**src/rtl/mem_arbiter.sv**
```systemverilog
// Two-master arbiter for the shared 16-bit memory port.
// Data accesses win ties. Instruction fetches are guaranteed a grant after
// at most starve_limit consecutive data grants issued while they wait.
// A grant is held until the slave acks. One idle turnaround cycle follows
// every completed or abandoned transfer.
//
//   state       | meaning
//   ------------+--------------------------------------------------------
//   GRANT_NONE  | port idle, arbitration decision taken this cycle
//   GRANT_INSTR | instruction master owns the port until q_m_ack
//   GRANT_DATA  | data master owns the port until q_m_ack
module mem_arbiter #(
    parameter int unsigned starve_limit = 4
) (
    input  logic        clk,
    input  logic        reset,
    input  logic [18:0] instr_m_addr,
    input  logic        instr_m_access,
    output logic        instr_m_ack,
    output logic [15:0] instr_m_data_in,
    input  logic [18:0] data_m_addr,
    input  logic [15:0] data_m_data_out,
    input  logic        data_m_access,
    input  logic        data_m_wr_en,
    input  logic [1:0]  data_m_bytesel,
    output logic        data_m_ack,
    output logic [15:0] data_m_data_in,
    output logic [18:0] q_m_addr,
    output logic [15:0] q_m_data_out,
    output logic        q_m_access,
    output logic        q_m_wr_en,
    output logic [1:0]  q_m_bytesel,
    input  logic        q_m_ack,
    input  logic [15:0] q_m_data_in
);

    typedef enum logic [1:0] {
        GRANT_NONE  = 2'd0,
        GRANT_INSTR = 2'd1,
        GRANT_DATA  = 2'd2
    } grant_e;

    localparam logic [3:0] LIMIT = 4'(starve_limit);

    grant_e     grant_q, grant_d;
    logic [3:0] streak_q, streak_d;

    // Grant and starvation counter registers; reset aborts any transfer.
    always_ff @(posedge clk or posedge reset) begin
        if (reset) begin
            grant_q  <= GRANT_NONE;
            streak_q <= 4'd0;
        end else begin
            grant_q  <= grant_d;
            streak_q <= streak_d;
        end
    end

    // Arbitration in idle; release of the port on ack or on a dropped request.
    always_comb begin
        grant_d  = grant_q;
        streak_d = streak_q;
        case (grant_q)
            GRANT_NONE: begin
                if (data_m_access && instr_m_access) begin
                    if (streak_q == LIMIT) begin
                        grant_d  = GRANT_INSTR;
                        streak_d = 4'd0;
                    end else begin
                        grant_d  = GRANT_DATA;
                        streak_d = (streak_q >= LIMIT) ? LIMIT : streak_q + 4'd1;
                    end
                end else if (data_m_access) begin
                    grant_d  = GRANT_DATA;
                    streak_d = 4'd0;
                end else if (instr_m_access) begin
                    grant_d  = GRANT_INSTR;
                    streak_d = 4'd0;
                end
            end
            // A master that drops access without an ack is abandoned; the
            // counter is left alone because no new decision was made.
            GRANT_INSTR: begin
                if (q_m_ack || !instr_m_access) begin
                    grant_d = GRANT_NONE;
                end
            end
            GRANT_DATA: begin
                if (q_m_ack || !data_m_access) begin
                    grant_d = GRANT_NONE;
                end
            end
            default: begin
                grant_d = GRANT_NONE;
            end
        endcase
    end

    // Downstream port mux; instruction fetches are always full-word reads.
    always_comb begin
        q_m_addr     = 19'd0;
        q_m_data_out = 16'd0;
        q_m_access   = 1'b0;
        q_m_wr_en    = 1'b0;
        q_m_bytesel  = 2'b00;
        case (grant_q)
            GRANT_DATA: begin
                q_m_addr     = data_m_addr;
                q_m_data_out = data_m_data_out;
                q_m_access   = data_m_access;
                q_m_wr_en    = data_m_wr_en;
                q_m_bytesel  = data_m_bytesel;
            end
            GRANT_INSTR: begin
                q_m_addr     = instr_m_addr;
                q_m_access   = instr_m_access;
                q_m_bytesel  = 2'b11;
            end
            default: begin
            end
        endcase
    end

    // Acks go only to the owner; a stray ack while idle reaches nobody.
    assign instr_m_ack = q_m_ack & (grant_q == GRANT_INSTR);
    assign data_m_ack  = q_m_ack & (grant_q == GRANT_DATA);

    // Read data is shared; forced low during reset so every output is quiet.
    assign instr_m_data_in = reset ? 16'd0 : q_m_data_in;
    assign data_m_data_in  = reset ? 16'd0 : q_m_data_in;

endmodule

```
**config.mk**
```make
export PLATFORM = sky130hd
export DESIGN_NAME = mem_arbiter
export DESIGN_NICKNAME = d
export VERILOG_FILES = /design/src/rtl/mem_arbiter.sv
export SDC_FILE = /design/constraint.sdc
export NUM_CORES = 1
export LEC_CHECK = 0
export BUFFER_PORTS_ARGS = -buffer_cell sky130_fd_sc_hd__buf_2
export CORE_ASPECT_RATIO = 0.7
export CORE_MARGIN = 3
export CORE_UTILIZATION = 24
export CTS_CLUSTER_DIAMETER = 80
export CTS_CLUSTER_SIZE = 24
export DETAILED_ROUTE_END_ITERATION = 10
export PLACE_DENSITY_LB_ADDON = 0.08
export SYNTH_ARGS = -nofsm -noshare
export SYNTH_HDL_FRONTEND = slang
export SYNTH_SLANG_ARGS = --single-unit
export TNS_END_PERCENT = 30
```
**constraint.sdc**
```tcl
create_clock -name clk -period 1.65 [get_ports clk]
set_input_delay 0.2475 -clock clk [delete_from_list [all_inputs] [get_ports clk]]
set_output_delay 0.2475 -clock clk [all_outputs]
set_load 0.005 [all_outputs]
```
==> impl_metrics.ini <==
[outcome]
status = finished with violations
violations = negative setup slack

[timing]
fmax_mhz = 602.7
slew_headroom_pct = 71.78
finalSetupViolCount = 8
hold_violations = 0
finalCritPeriodShare_pct = 100.6
drv_slew = 0
period_needed_ns = 1.659
clock_skew_ns = 0.00007494
worst_pin_slew_ns = 0.4188
rsz0062_at_grt = yes
setup_tns_ns = -0.03323
worst_slack_ns = -0.009099

[power_and_ir_drop]
sequentialPowerShare_pct = 9.9
swShare_pct = 40.50
pwr-share-clk_pct = 9.1
power.switching_uw = 979.1
leakage_nw = 1.122
p_int_mw = 1.438
power_density_mw_per_mm2 = 1209
p_comb_share_pct = 81.0
ir_drop_uv = 565.8

[logic_synthesis]
yosysUniqueCellTypes = 27
synth_cells = 140
yosysSeqAreaShare_pct = 14.23
yosys_warnings = 0
synth_nets = 223
synth_area_per_cell_sq_um = 7.534
ys_seq_elements = 6
synth_top_cells_by_area = nor2b_1 (21%), dfrtp_1 (14%), a22oi_1 (14%)
syn_area_sq_mm = 0.001055
yosys.area.top_type_share_pct = 21.35
yosysTopAreaCell = nor2b_1

[floorplan]
initial_core_util_pct = 25.95
dieArea_sq_mm = 0.005239
ios = 151
die_y_um = 61.47
core_area_sq_mm = 0.004065
rows = 19
die_w_um = 85.24

[clocking]
cts.sinks = 6
hold_buffers = 0
cts_tree = built
cts_root_buffer = clkbuf_8
path_clk_slew_ns = 0.04
clockBufferDepth = 2
h-tree-depth = 1
clk_latency_ns = 0.22
numCtsBuffers = 3

[final_layout]
nFillCells = 430
diodes = 0
synthToLayoutAreaGrowth_pct = 89.56
drive_above_1_share_pct = 68.23
finalNetCount = 362
design_area_sq_mm = 0.001999

[critical_path]
timing.rr.end = grant_q[0]
cp.required_ns = 1.40
path_class = register to output port
crit_path_end_kind = output port
rr_worst_depth = 6
crit_arrival_ns = 1.41
reg2reg_from = grant_q[0]
cp_max_fo = 13
critPathLaunchType = register
ff2ff_setup_slack_ns = 0.20

[drt]
ant_nets = 0
drc_errors = 0
wl_per_cell_um = 12.46
firstDrtPassIters = 4
via_per_inst = 4.410
num_vias = 1451
routed_wl_mm = 4.100
first_iter_violations = 31

[grt]
overflow = 0
grt_util_all_layers_pct = 13.12
grt_pass1_vias = 1336
antenna_found_initial = 0
grt_max_degree = 26
grt_pass1_wl_mm = 5.768

[placed_design]
gp_congestion = 0.7405
port_buffers = 150
placed_area_sq_mm = 0.001763
detailed_place_hpwl_mm = 3.225

[flow_run]
maxCapViolations = 0

[min_path]
hold_path.class = primary input to asynchronous set/reset pin
[power groups by stage]
stage	combinational [mW]	sequential (mW)	clock, mW
global placement	1.59	0.234	0
global route	2.18	0.250	0.238
finish	1.96	0.240	0.219
floorplan	0.967	0.224	0
detailed placement	1.58	0.232	0
CTS	1.91	0.241	0.224
[metal layers]
metal,GRT usage (%),share of wire (%),up-vias
met5,0,0,-
met4,1.580,0.34,0
met2,24.67,51,84
li1,-,-,734
met3,2.674,10,2
met1,16.23,38,631
[stage by stage]
step | instances | utilization (%) | total power, mW | worst slack (ns) | hold WS [ns]
after floorplan | 140 | - | 1.191 | 0.2654 | 0.2460
after global placement | 324 | 43.37 | 1.829 | 0.09073 | 0.3363
after detailed placement | 324 | 43.37 | 1.814 | 0.1125 | 0.3282
after CTS | 328 | 48.57 | 2.377 | -0.01100 | 0.09453
after global routing | 329 | 49.18 | 2.672 | -0.1403 | 0.1392
final | 329 | 49.18 | 2.418 | -0.009099 | 0.08598
[logic make-up (layout without fill, tap and decap cells)]
kind of cell	Yosys count	count (layout)	synth area share, %
flip-flops	6	6	14.23
multiplexers	1	1	1.068
buffers and inverters	32	169	17.67
adder cells (fa/ha/maj)	5	5	5.931
AO/OA/AOI/OAI	32	32	23.13
AND/OR/NAND/NOR	64	64	37.96
[Yosys cell counts]
master / number
a22oi_1: 19
o22ai_1: 2
nor4_2: 1
o2111ai_1: 1
buf_2: 4
nor2_1: 1
nor2b_1: 36
o21ai_0: 1
buf_4: 16
ha_1: 5
and2b_1: 2
inv_2: 1
clkbuf_1: 4
a21oi_1: 2
a2bb2oi_1: 2
and2_1: 20
a32o_2: 1
o21bai_1: 1
o21a_1: 1
nand3b_1: 1
mux2_2: 1
dfrtp_1: 6
a22o_1: 1
clkbuf_2: 1
nand2_1: 3
inv_1: 6
a22oi_2: 1
[state kept, by name, summed over array words and instances, names as in the netlist]
name and flops:
streak_q 4, grant_q 2
[worst max path at each step]
stage                     depth (start not counted)       start  slack, ns                to
after floorplan                                   5  grant_q[0]       0.27  q_m_data_out[10]
after global placement                            6  grant_q[1]       0.09      q_m_addr[18]
after detailed placement                          6  grant_q[0]       0.11       q_m_addr[2]
after CTS                                         6  grant_q[0]      -0.01      q_m_addr[18]
after global routing                              6  grant_q[0]      -0.14      q_m_addr[18]
final                                             6  grant_q[0]     -0.009      q_m_addr[15]
[worst max-delay path, stage by stage, from the launching register on]
cell and delay (ns):
dfrtp_1 0.40, buf_6 0.13, ha_4 0.17, buf_12 0.15, a22oi_2 0.15, nor2b_1 0.06
buf_2 0.12
[repair_timing]
action | 4_1_cts | 5_1_grt
cloned | 0 | 1
gates resized for setup | 34 | 0
setup endpoints to repair | 29 | 33
pin swaps | 1 | 8
buffers inserted | 1 | 0
[placed cells by master, fill, tap and decap left out, types with 2 or more instances in the layout]
cell,count
inv_1,4
ha_4,3
and2b_1,2
ha_1,2
clkbuf_8,3
buf_12,2
a22oi_2,18
a2bb2oi_1,2
o22ai_1,2
inv_2,3
buf_2,150
a21oi_1,2
and2_1,20
buf_4,2
dfrtp_1,6
nand2_1,3
a22oi_1,2
buf_6,4
nor2b_1,36
[final cells by class]
class                           count  area [sq um]  share of cell area, %
Timing Repair Buffer              159         875.8                  43.80
Multi-Input combinational cell    102         840.8                  42.05
Sequential cell                     6         150.1                  7.509
Tap cell                           52         65.06                  3.254
Clock buffer                        3         41.29                  2.065
Inverter                            7         26.28                  1.314
Note: power is estimated with default switching activity, not from simulation.
